$ cat config.mk
export PLATFORM = sky130hd
export DESIGN_NAME = mem_access_ctrl_flat
export DESIGN_NICKNAME = d
export VERILOG_FILES = /design/src/rtl/mem_access_ctrl_pkg.sv /design/src/rtl/mem_access_ctrl_if.sv /design/src/rtl/mem_access_ctrl_perf_counter.sv /design/src/rtl/mem_access_ctrl.sv /design/src/flat_wrapper.sv
export SDC_FILE = /design/constraint.sdc
export NUM_CORES = 1
export LEC_CHECK = 0
export CORE_UTILIZATION = 41
export CTS_BUF_LIST = sky130_fd_sc_hd__clkbuf_16
export CTS_CLUSTER_SIZE = 8
export DETAILED_ROUTE_END_ITERATION = 16
export GPL_ROUTABILITY_DRIVEN = 0
export HOLD_SLACK_MARGIN = 0.15
export PLACE_DENSITY = 0.76
export SLEW_MARGIN = 20
export SYNTH_ARGS = -nofsm -noshare
export SYNTH_HDL_FRONTEND = slang
export SYNTH_HIERARCHICAL = 1
export SYNTH_SLANG_ARGS = --single-unit
export TNS_END_PERCENT = 1
$ cat constraint.sdc
create_clock -name CLK -period 2.9 [get_ports CLK]
set_input_delay 0.725 -clock CLK [delete_from_list [all_inputs] [get_ports CLK]]
set_output_delay 0.725 -clock CLK [all_outputs]
set_load 0.005 [all_outputs]
$ cat src/rtl/mem_access_ctrl_pkg.sv
// Shared types for the MEM-stage dcache access controller.
package mem_access_ctrl_pkg;

    typedef logic [31:0] word_t;

    // IDLE/ACCESS may issue a request, DONE waits for the latch to move on,
    // HALTED is absorbing until reset.
    typedef enum logic [1:0] {
        IDLE   = 2'd0,
        ACCESS = 2'd1,
        DONE   = 2'd2,
        HALTED = 2'd3
    } memctl_state_t;

endpackage

$ cat src/rtl/mem_access_ctrl_if.sv
// Data-cache request/response bus between the MEM stage and the dcache.
interface mem_access_ctrl_if;
    import mem_access_ctrl_pkg::*;

    logic  dmemREN;
    logic  dmemWEN;
    word_t dmemaddr;
    word_t dmemstore;
    logic  dhit;
    word_t dmemload;

    modport master (
        output dmemREN, dmemWEN, dmemaddr, dmemstore,
        input  dhit, dmemload
    );

    modport slave (
        input  dmemREN, dmemWEN, dmemaddr, dmemstore,
        output dhit, dmemload
    );

endinterface

$ cat src/rtl/mem_access_ctrl_perf_counter.sv
// Free-running event counter with enable; wraps modulo 2^CNT_W.
module mem_access_ctrl_perf_counter #(
    parameter int CNT_W = 32
) (
    input  logic             CLK,
    input  logic             nRST,
    input  logic             en_i,
    output logic [CNT_W-1:0] cnt_o
);

    logic [CNT_W-1:0] cnt_q, cnt_d;

    // Count one per enabled cycle; natural overflow gives the wrap.
    always_comb begin
        cnt_d = cnt_q;
        if (en_i) cnt_d = cnt_q + CNT_W'(1);
    end

    // Counter register, cleared asynchronously.
    always_ff @(posedge CLK or negedge nRST) begin
        if (!nRST) cnt_q <= '0;
        else       cnt_q <= cnt_d;
    end

    assign cnt_o = cnt_q;

endmodule

$ cat src/rtl/mem_access_ctrl.sv
// MEM-stage controller: turns the latched load/store controls into a single
// dcache request, stalls the front of the pipe until dhit, feeds MEM/WB.
module mem_access_ctrl
    import mem_access_ctrl_pkg::*;
#(
    parameter int unsigned TIMEOUT_CYCLES = 64,
    parameter int          CNT_W          = 32
) (
    input  logic                 CLK,
    input  logic                 nRST,
    input  logic                 memread_in,
    input  logic                 memwrite_in,
    input  word_t                addr_in,
    input  word_t                store_in,
    input  logic                 halt_in,
    input  logic                 advance,
    input  logic                 flush,
    mem_access_ctrl_if.master    dbus,
    output logic                 mem_stall,
    output word_t                load_data,
    output logic                 halted,
    output logic                 timeout_err,
    output logic [CNT_W-1:0]     ld_cnt,
    output logic [CNT_W-1:0]     st_cnt,
    output logic [CNT_W-1:0]     stall_cnt
);

    localparam logic [31:0] TO_LAST = 32'(TIMEOUT_CYCLES - 1);

    memctl_state_t state_q, state_d;
    word_t         load_q, load_d;
    logic [31:0]   wait_cnt_q, wait_cnt_d;
    logic          timeout_q, timeout_d;

    // Ungated versions feed registers; nRST gating is applied only at the
    // outputs so the request drops the instant reset asserts.
    logic pending, req_rd, req_wr, stall_c, rd_hit, wr_hit;

    // Request decode: write wins when both controls are set.
    always_comb begin
        pending = (memread_in | memwrite_in) & ~flush
                  & ((state_q == IDLE) | (state_q == ACCESS));
        req_wr  = pending & memwrite_in;
        req_rd  = pending & memread_in & ~memwrite_in;
        stall_c = pending & ~dbus.dhit;
        rd_hit  = dbus.dhit & req_rd;
        wr_hit  = dbus.dhit & req_wr;

        dbus.dmemWEN   = req_wr & nRST;
        dbus.dmemREN   = req_rd & nRST;
        dbus.dmemaddr  = addr_in;
        dbus.dmemstore = store_in;
        mem_stall      = stall_c & nRST;
        load_data      = (rd_hit & nRST) ? dbus.dmemload : load_q;
        halted         = (state_q == HALTED);
        timeout_err    = timeout_q;
    end

    // Next state, wait counter, sticky timeout and load capture.
    always_comb begin
        state_d    = state_q;
        wait_cnt_d = '0;
        timeout_d  = timeout_q;
        load_d     = load_q;

        if (rd_hit) load_d = dbus.dmemload;
        if (pending & memread_in & memwrite_in) timeout_d = 1'b1;

        case (state_q)
            IDLE, ACCESS: begin
                if (flush) begin
                    state_d = IDLE;
                end else if (pending) begin
                    if (dbus.dhit) begin
                        state_d = advance ? IDLE : DONE;
                    end else begin
                        state_d = ACCESS;
                        if (state_q == ACCESS) begin
                            wait_cnt_d = wait_cnt_q + 32'd1;
                            if (wait_cnt_d == TO_LAST) timeout_d = 1'b1;
                        end
                    end
                end else if (halt_in) begin
                    state_d = HALTED;
                end else begin
                    state_d = IDLE;
                end
            end
            DONE: begin
                if (advance | flush) state_d = IDLE;
            end
            HALTED: begin
                state_d = HALTED;
            end
            default: begin
                state_d = IDLE;
            end
        endcase
    end

    // Control and capture registers, cleared asynchronously.
    always_ff @(posedge CLK or negedge nRST) begin
        if (!nRST) begin
            state_q    <= IDLE;
            load_q     <= '0;
            wait_cnt_q <= '0;
            timeout_q  <= 1'b0;
        end else begin
            state_q    <= state_d;
            load_q     <= load_d;
            wait_cnt_q <= wait_cnt_d;
            timeout_q  <= timeout_d;
        end
    end

    mem_access_ctrl_perf_counter #(.CNT_W(CNT_W)) u_ld_cnt (
        .CLK(CLK), .nRST(nRST), .en_i(rd_hit), .cnt_o(ld_cnt)
    );

    mem_access_ctrl_perf_counter #(.CNT_W(CNT_W)) u_st_cnt (
        .CLK(CLK), .nRST(nRST), .en_i(wr_hit), .cnt_o(st_cnt)
    );

    mem_access_ctrl_perf_counter #(.CNT_W(CNT_W)) u_stall_cnt (
        .CLK(CLK), .nRST(nRST), .en_i(stall_c), .cnt_o(stall_cnt)
    );

endmodule

$ cat src/flat_wrapper.sv
// flat-port wrapper written by rule: the top's interface ports become plain ports
module mem_access_ctrl_flat import mem_access_ctrl_pkg::*;
#(
    parameter int unsigned TIMEOUT_CYCLES = 64,
    parameter int          CNT_W          = 32
)
  (CLK, nRST, memread_in, memwrite_in, addr_in, store_in, halt_in, advance, flush, mem_stall, load_data, halted, timeout_err, ld_cnt, st_cnt, stall_cnt, dbus_dmemREN, dbus_dmemWEN, dbus_dmemaddr, dbus_dmemstore, dbus_dhit, dbus_dmemload);
  mem_access_ctrl_if dbus_i ();
  input  logic CLK;
  input  logic nRST;
  input  logic memread_in;
  input  logic memwrite_in;
  input  word_t addr_in;
  input  word_t store_in;
  input  logic halt_in;
  input  logic advance;
  input  logic flush;
  output logic mem_stall;
  output word_t load_data;
  output logic halted;
  output logic timeout_err;
  output logic [CNT_W-1:0] ld_cnt;
  output logic [CNT_W-1:0] st_cnt;
  output logic [CNT_W-1:0] stall_cnt;
  output wire logic [$bits(dbus_i.dmemREN)-1:0] dbus_dmemREN;
  output wire logic [$bits(dbus_i.dmemWEN)-1:0] dbus_dmemWEN;
  output wire logic [$bits(dbus_i.dmemaddr)-1:0] dbus_dmemaddr;
  output wire logic [$bits(dbus_i.dmemstore)-1:0] dbus_dmemstore;
  input wire logic [$bits(dbus_i.dhit)-1:0] dbus_dhit;
  input wire logic [$bits(dbus_i.dmemload)-1:0] dbus_dmemload;
  assign dbus_dmemREN = dbus_i.dmemREN;
  assign dbus_dmemWEN = dbus_i.dmemWEN;
  assign dbus_dmemaddr = dbus_i.dmemaddr;
  assign dbus_dmemstore = dbus_i.dmemstore;
  assign dbus_i.dhit = dbus_dhit;
  assign dbus_i.dmemload = dbus_dmemload;
  mem_access_ctrl #(.TIMEOUT_CYCLES(TIMEOUT_CYCLES), .CNT_W(CNT_W)) u_core (.CLK(CLK), .nRST(nRST), .memread_in(memread_in), .memwrite_in(memwrite_in), .addr_in(addr_in), .store_in(store_in), .halt_in(halt_in), .advance(advance), .flush(flush), .dbus(dbus_i), .mem_stall(mem_stall), .load_data(load_data), .halted(halted), .timeout_err(timeout_err), .ld_cnt(ld_cnt), .st_cnt(st_cnt), .stall_cnt(stall_cnt));
endmodule
* Word level (Yosys, flattened, before mapping)
Index checks and enable logic that the tools add are counted.
Storage, ports and cells: bits of input ports 104, output and inout bits 197, register bits after elaboration 163, word-level logic and storage cells 57
Cells by class: equality and inequality tests 5, reductions and logical operators 2, add/sub/neg operators 4, multiplexer cells 20, bitwise logic cells 19
Operators by type and width (number):
- $mux 32 | 6
- $add 32x1->32 const B | 4
- $eq 32x6->1 const B | 1
- $and 1x1->1 | 13
- $mux 2 | 6
- $mux 1 | 7
- $pmux 2 s3 | 1
- $eq 2x2->1 const B | 2
- $not 1->1 | 3
- $or 1x1->1 | 3
- $eq 2x1->1 const B | 1
- $logic_not 2->1 | 1
- $ne 2x1->1 const B | 1
- $reduce_or 2->1 | 1

* Depth between registers and ports, before layout
Gate-level depths: netlist (run 1).
depth after elaboration 12, depth in mapped cells 9, depth with buffers taken out 8

* Hierarchy
Netlist (run 1), hierarchy kept.
Modules (own cells, without submodules):
- mem_access_ctrl_perf_counter | area each 1448.9 um^2, cells each 123, times used 3, sequential area each 800.8 um^2
- mem_access_ctrl | area each 4076.4 um^2, cells each 458, times used 1, sequential area each 1676.6 um^2

* Worst setup path before layout (run 1)
No wires, ideal clock.
kind input port to flip-flop, from in flush, to reg u_core.u_ld_cnt.cnt_q[23] (netlist: u_core/u_ld_cnt/cnt_o[23]), path slack -91 ps, arrival time 2912 ps, stages on the path 8, path buffers 1, cells stage by stage nor2_1 -> nand4b_1 -> clkinv_1 -> buf_1 -> nand4_4 -> or4_4 -> nor4_2 -> xor2_1
Between the ends: word-level cells in the longest chain between the ends 6
Ends and longest elaborated chain:
- from (decl) | RTL line flat_wrapper.sv:17 | input logic flush;
- $not 1->1 | RTL line mem_access_ctrl.sv:41 | pending = (memread_in | memwrite_in) & ~flush
- $and 1x1->1 | RTL line mem_access_ctrl.sv:41
- $and 1x1->1 | RTL line mem_access_ctrl.sv:42 | & ((state_q == IDLE) | (state_q == ACCESS));
- $and 1x1->1 (2 in series) | RTL line mem_access_ctrl.sv:44 | req_rd = pending & memread_in & ~memwrite_in;
- $and 1x1->1 | RTL line mem_access_ctrl.sv:46 | rd_hit = dbus.dhit & req_rd;
- net u_core.rd_hit | RTL line mem_access_ctrl.sv:37 | logic pending, req_rd, req_wr, stall_c, rd_hit, wr_hit;
- to (signal assigned) | RTL line mem_access_ctrl_perf_counter.sv:22 | else cnt_q <= cnt_d;
- to (decl) | RTL line mem_access_ctrl_perf_counter.sv:11 | logic [CNT_W-1:0] cnt_q, cnt_d;
The timed path passes the listed nets, and every way through them passes these cells. A chain may end at the register's enable or synchronous reset.

* Worst setup path after layout (run 1)
from in memwrite_in, to out load_data[11]
Between the ends: word-level cells in the longest chain between the ends 8, elaborated cells on any way between the ends 9
Ends and longest elaborated chain:
- from (decl) | RTL line flat_wrapper.sv:12 | input logic memwrite_in;
- $or 1x1->1 | RTL line mem_access_ctrl.sv:41
- $and 1x1->1 | RTL line mem_access_ctrl.sv:41
- $and 1x1->1 | RTL line mem_access_ctrl.sv:42
- $and 1x1->1 | RTL line mem_access_ctrl.sv:44
- $and 1x1->1 * | RTL line mem_access_ctrl.sv:44
- $and 1x1->1 * | RTL line mem_access_ctrl.sv:46
- $and 1x1->1 * | RTL line mem_access_ctrl.sv:54 | load_data = (rd_hit & nRST) ? dbus.dmemload : load_q;
- $mux 32 * | RTL line mem_access_ctrl.sv:54
- to (decl) | RTL line flat_wrapper.sv:19 | output word_t load_data;
Mark *: on every way between the ends. The rest lies on a longest branch, timed or not.

==> results by group, run 1 <==
Synthesis
  • Mapped Cells: 827
  • Cell area after synthesis: 8420 um^2
  • Top cell type's share of synthesized area: 48.4%
  • Share of the yosys chip area belonging to registers: 48.4%
  • Main flop type after synthesis: dfrtp_1
  • Dominant cell type by area after synthesis: dfrtp_1
  • Synth area leaders: dfrtp_1 48%, xnor2_1 8.3%, nand2_1 6.0%, buf_4 5.7%, xor2_1 4.8%
  • Synthesized flop and latch total: 163
  • YS warnings: 6
  • Synth unique cells: 45
  • Fraction of registers with async set/reset: 100%
  • Synth cell count leaders: 163 x dfrtp_1, 134 x nand2_1, 80 x xnor2_1
  • Mean Syn Cell Area: 10.2 um^2
  • Most common cell in the synthesized netlist: dfrtp_1
  • Mapped Nets: 936
  • Post-synth EDFFs: 0

Critical path
  • Crit path buf inv count: 5
  • Crit path max-delay family: buffers and inverters
  • Arr. time, crit path: 2.07 ns
  • Crit path capture type: primary output
  • Worst R2R Setup Slack: 0.23 ns
  • Worst r2r src: u_core/wait_cnt_q[8]
  • Worst path cell trace: dlygate4sd2_1, nand4b_1, clkinv_2, nand2_4, buf_12, buf_12, mux2_2, buf_2
  • Startpoint types: primary input
  • Crit path max fanout: 12
  • Biggest cell delay along the critical path: 0.27 ns
  • Worst EP required: 2.17 ns
  • CP dominant cell by count: buf_12
  • Worst Path Class, Setup: in2out
  • Worst Reg2Reg Path Length in Cells: 7
  • Crit-path slowest cell: mux2_2
  • FF-to-FF End: u_core/timeout_err

Status
  • Run status: completed

STA
  • RSZ-0062 raised after global routing: false
  • Final Skew: 0.0107 ns
  • Final setup fails: 0
  • Fmax achieved: 0.358 GHz
  • Crit path time final: 2.80 ns
  • Slew Limit Fails: 0
  • Post-route setup TNS: 0 ns
  • Period utilisation layout: 96.4%
  • Worst slew pin tran: 0.724 ns
  • Setup ws final: 0.104 ns
  • Max transition margin: 51.4%
  • Final hold violation count: 0

Floorplanning
  • IO Count: 301
  • Die Wd: 145 um
  • Row cnt: 52
  • Total Die Area: 21100 um^2
  • CORE AREA: 20200 um^2
  • Initial Util: 41.8%
  • Die Span Y: 145 um

Global routing
  • Vias in the first global route: 6277
  • Initial antenna violation count: 0
  • First-pass GRT wire length: 32100 um
  • Total GRT Usage: 18.9%
  • Largest net degree at the start of global routing: 117
  • Grt ovf: 0

Hold path
  • HP Class: reg2reg
  • WHS Path Cells: 1
  • Worst hold endpoint: u_core/u_stall_cnt/cnt_o[31]
  • Hold Startpoint: u_core/u_stall_cnt/cnt_o[31]

Routing
  • Routed met3 length: 766 um
  • Post-route ant nets: 0
  • Vias/cell: 5.12
  • Met2 Wirelength: 9550 um
  • Drt first pass iters: 5
  • Vias: 6473
  • Avg WL per Cell: 15.4 um
  • Routed Wire Length: 19500 um
  • # DRC: 0
  • Top Layer Used: met4
  • Met1 Wirelength: 8790 um
  • Initial DRC count: 365

Clocking
  • Hold_buf cts: 0
  • CTS Root Cell: clkbuf_16
  • Clk sink count: 163
  • Clk Latency, worst-skew pair: 0.42 ns
  • Number of buffers created by CTS: 17
  • H-tree lvl count: 4
  • Clk slew on worst S/H paths: 0.06 ns
  • Clock Path Buffers: 2
  • CTS tree: yes

Power and ir drop
  • Total Power: 5.82 mW
  • Leakage power: 4.86 nW
  • Peak VDD IR: 0.319 mV
  • Ratio of total power to cell area: 538 nW/um^2

Cells and area
  • Area delta synth->final: 28.3%
  • Util after Layout: 53.6%
  • N_diodes: 0
  • Share of layout cells above drive strength 1: 17.0%
  • Nets: 1090
  • Filler instances: 1803

Run
  • Max-Cap Viols: 0

Place
  • Buffers on Ports: 172
  • DPL Wire Length: 13900 um
  • Dpl ws: -0.715 ns
[flip-flops by register name, indices dropped and copies added, names as in the netlist, named ones only]
signal,cells
u_core/u_st_cnt/cnt_o,32
u_core/load_q,32
u_core/u_ld_cnt/cnt_o,32
u_core/wait_cnt_q,32
u_core/u_stall_cnt/cnt_o,32
u_core/state_q,1
u_core/timeout_err,1
[worst max-delay path by stage]
stage | start | slack [ns] | end | cells past startpoint
floorplan | dbus_dhit | -0.005 | u_core/u_stall_cnt/cnt_o[23] | 5
global placement | flush | -0.68 | load_data[4] | 8
detailed placement | flush | -0.71 | load_data[11] | 8
CTS | flush | -0.20 | load_data[5] | 9
global route | memwrite_in | 0.03 | load_data[11] | 8
finish | memwrite_in | 0.10 | load_data[11] | 8
[cells by family (layout without fill, tap and decap cells)]
group / count (synthesis) / in the layout / share of synthesized area (%)
AO/OA/AOI/OAI: 20 / 20 / 1.59
XOR/XNOR: 126 / 126 / 13.1
multiplexers: 38 / 38 / 5.04
AND/OR/NAND/NOR: 383 / 383 / 24.1
buffers and inverters: 92 / 259 / 6.98
flip-flops: 163 / 163 / 48.4
adder cells (fa/ha/maj): 5 / 5 / 0.743
[cell type report]
type | count | area, um^2 | share of cell area (%)
Sequential cell | 163 | 4080 | 37.7
Clock inverter | 15 | 156 | 1.45
Tap cell | 270 | 338 | 3.13
Timing Repair Buffer | 217 | 1980 | 18.4
Multi-Input combinational cell | 572 | 3790 | 35.0
Clock buffer | 17 | 425 | 3.94
Inverter | 10 | 38.8 | 0.359
[layout by cell type (no fill, tap or decap), types with 7 or more instances in the layout]
master           count
mux2_2              35
and3_1              25
clkbuf_2            31
xor2_1              46
clkdlybuf4s50_1    134
nand4_1             41
xnor2_1             80
nor3_1              22
nor4_2               7
nand3_1             39
and2_1              11
buf_4               37
nor4_1              16
clkbuf_16           17
nor2_1              49
nand2_1            133
and4_1              11
inv_1                9
dfrtp_1            162
[timing repair]
| item | 4_1_cts | 5_1_grt |
|---|---|---|
| pin swaps | 2 | 4 |
| resized for setup | 68 | 49 |
| setup endpoints to repair | 37 | 33 |
| hold endpoints to repair | 0 | 0 |
| buffers inserted | 3 | 2 |
| cloned | 1 | 0 |
[through the flow]
stage,instance area (um^2),cells,hold slack (ns)
floorplan,8420,827,0.429
global placement,10300,1226,0.459
detailed placement,10300,1226,0.461
CTS,10900,1262,0.477
global route,10800,1264,0.506
finish,10800,1264,0.472
[per-layer routing]
layer | global-route usage (%) | vias up
li1 | - | 3116
met1 | 24.8 | 3158
met2 | 30.7 | 167
met3 | 3.79 | 32
met4 | 7.37 | 0
met5 | 0 | -
[worst register-to-register path, stage by stage (launching register included)]
cell,delay (ns)
dfrtp_1,0.48
nand4_2,0.21
or4_4,0.59
or4b_1,0.52
o311ai_1,0.13
nand4_1,0.19
a2111o_1,0.37
o21ai_1,0.11
[where the power goes]
| group | internal (mW) | total (mW) | switching [mW] |
|---|---|---|---|
| combinational | 0.511 | 0.881 | 0.369 |
| clock | 1.27 | 2.23 | 0.960 |
| sequential | 2.48 | 2.71 | 0.229 |
| total | 4.26 | 5.82 | 1.56 |
(Power assumes the default switching activity.)
==> inputs of run 2 (changes only) <==
- CTS_CLUSTER_DIAMETER: default -> 50
==> results of run 2 <==
No change in the layout: final DEF, timing and power equal those of run 1.
==> inputs of run 3 (changes only) <==
- CORE_UTILIZATION: 41 -> 25
- GPL_ROUTABILITY_DRIVEN: 0 -> default
- PLACE_DENSITY: 0.76 -> 0.51
- SKIP_CTS_REPAIR_TIMING: default -> 1
==> results by group, run 3 (synthesis gave the netlist of run 1 again) <==
Cells and area
  • Nets: 1101 (was 1090)
  • Most common cell after layout, fill and taps aside: dfrtp_1 (unchanged)
  • Design area: 11400 um^2 (was 10800 um^2)
  • Share of layout cells above drive strength 1: 14.6% (was 17.0%)
  • Util after Layout: 34.7% (was 53.6%)
  • Area delta synth->final: 35.5% (was 28.3%)
  • Most frequent cells in the layout: 162 x dfrtp_1, 135 x clkdlybuf4s50_1, 133 x nand2_1, 80 x xnor2_1, 49 x nor2_1 (was 162 x dfrtp_1, 134 x clkdlybuf4s50_1, 133 x nand2_1, 80 x xnor2_1, 49 x nor2_1)
  • Non-Filler Instances: 1448 (was 1264)

Clocking
  • H-tree lvl count: 4 (unchanged)
  • Clock Path Buffers: 2 (unchanged)
  • Clk slew on worst S/H paths: 0.06 ns (about the same)
  • CTS Root Cell: clkbuf_16 (unchanged)
  • CTS tree: yes (unchanged)
  • Clk sink count: 163 (unchanged)
  • Number of buffers created by CTS: 17 (unchanged)
  • Clk Latency, worst-skew pair: 0.42 ns (about the same)

STA
  • Final hold violation count: 0 (unchanged)
  • Slew Limit Fails: 0 (unchanged)
  • Final setup fails: 0 (unchanged)
  • Period utilisation layout: 98.1% (was 96.4%)
  • Worst slew pin tran: 0.752 ns (was 0.724 ns)
  • Post-route setup TNS: 0 ns (unchanged)
  • Final Skew: 0.00732 ns (was 0.0107 ns)
  • Fmax achieved: 0.351 GHz (was 0.358 GHz)
  • Setup ws final: 0.0537 ns (was 0.104 ns)
  • Crit path time final: 2.85 ns (was 2.80 ns)
  • Max transition margin: 49.9% (was 51.4%)
  • WHS: 0.470 ns (was 0.472 ns)

Place
  • Global placement routability congestion: 0.764
  • Area after DPL: 10500 um^2 (was 10300 um^2)
  • DPL Wire Length: 14800 um (was 13900 um)
  • Inst Count DP: 1399 (was 1226)
  • Buffers on Ports: 172 (unchanged)
  • Dpl ws: -0.621 ns (was -0.715 ns)

Critical path
  • Worst EP required: 2.17 ns (about the same)
  • Startpoint types: primary input (unchanged)
  • Worst R2R Setup Slack: 0.27 ns (was 0.23 ns)
  • Crit path max fanout: 5 (was 12)
  • Crit path capture type: primary output (unchanged)
  • Worst Path Class, Setup: in2out (unchanged)
  • Arr. time, crit path: 2.12 ns (was 2.07 ns)

Routing
  • Routed Wire Length: 21100 um (was 19500 um)
  • Vias/cell: 4.39 (was 5.12)
  • Post-route ant nets: 0 (unchanged)
  • Drt first pass iters: 4 (was 5)
  • Vias: 6350 (was 6473)
  • # DRC: 0 (unchanged)
  • Avg WL per Cell: 14.6 um (was 15.4 um)
  • Initial DRC count: 321 (was 365)

Floorplanning
  • Initial Util: 25.6% (was 41.8%)
  • Die Wd: 186 um (was 145 um)
  • IO Count: 301 (unchanged)
  • CORE AREA: 32900 um^2 (was 20200 um^2)
  • Row cnt: 66 (was 52)
  • Total Die Area: 34400 um^2 (was 21100 um^2)
  • Die Span Y: 186 um (was 145 um)

Power and ir drop
  • Peak VDD IR: 0.389 mV (was 0.319 mV)
  • Total Power: 6.08 mW (was 5.82 mW)
  • Leakage power: 5.34 nW (was 4.86 nW)
  • Ratio of total power to cell area: 532 nW/um^2 (was 538 nW/um^2)

Global routing
  • First-pass GRT wire length: 33200 um (was 32100 um)
  • Total GRT Usage: 12.3% (was 18.9%)
  • Initial antenna violation count: 1 (was 0)
  • Grt ovf: 0 (unchanged)
  • Vias in the first global route: 6197 (was 6277)
  • Largest net degree at the start of global routing: 131 (was 117)

Run
  • Max-Cap Viols: 0 (unchanged)

Status
  • Run status: completed (unchanged)

Hold path
  • HP Class: reg2reg (unchanged)
run 3: final timing paths:
path                                                start  cells past startpoint                        end
worst max-delay path                                flush                     10              load_data[12]
worst min-delay path            u_core/u_ld_cnt/cnt_o[31]                      1  u_core/u_ld_cnt/cnt_o[31]
worst max register to register       u_core/wait_cnt_q[9]                      7         u_core/timeout_err
worst min register to register  u_core/u_ld_cnt/cnt_o[31]                      1  u_core/u_ld_cnt/cnt_o[31]
max in group asynchronous                            nRST                      3  u_core/u_ld_cnt/cnt_o[26]
min in group asynchronous                            nRST                      3       u_core/wait_cnt_q[5]
run 3: critical path, cell delays in order:
cell            delay (ns)
dlymetal6s2s_1        0.14
nor2_2                0.13
nand4b_1              0.11
buf_6                 0.15
inv_4                 0.07
nand2_8               0.06
clkbuf_16             0.15
buf_4                 0.15
mux2_2                0.27
dlymetal6s2s_1        0.15
run 3: metal layers:
layer	GRT usage (%)	part of all wire, %	up-vias
met1	17.2	49	3061
met2	18.5	45	130
met4	4.36	1.3	0
li1	-	-	3131
met3	2.60	4.5	28
met5	0	0	-
run 3: power by group:
group | total [mW] | switching [mW] | internal (mW)
clock | 2.39 | 0.953 | 1.43
combinational | 0.982 | 0.390 | 0.592
sequential | 2.71 | 0.228 | 2.48
total | 6.08 | 1.57 | 4.50
run 3: cell type report:
class,instances,area [um^2]
fillers,3336,21500
diodes,1,2.50
inverters,10,40.0
flip-flops and latches,163,4080
multi-input cells,572,3790
repair buffers,228,2330
clock inverters,15,189
well taps,442,553
clock buffers,17,425
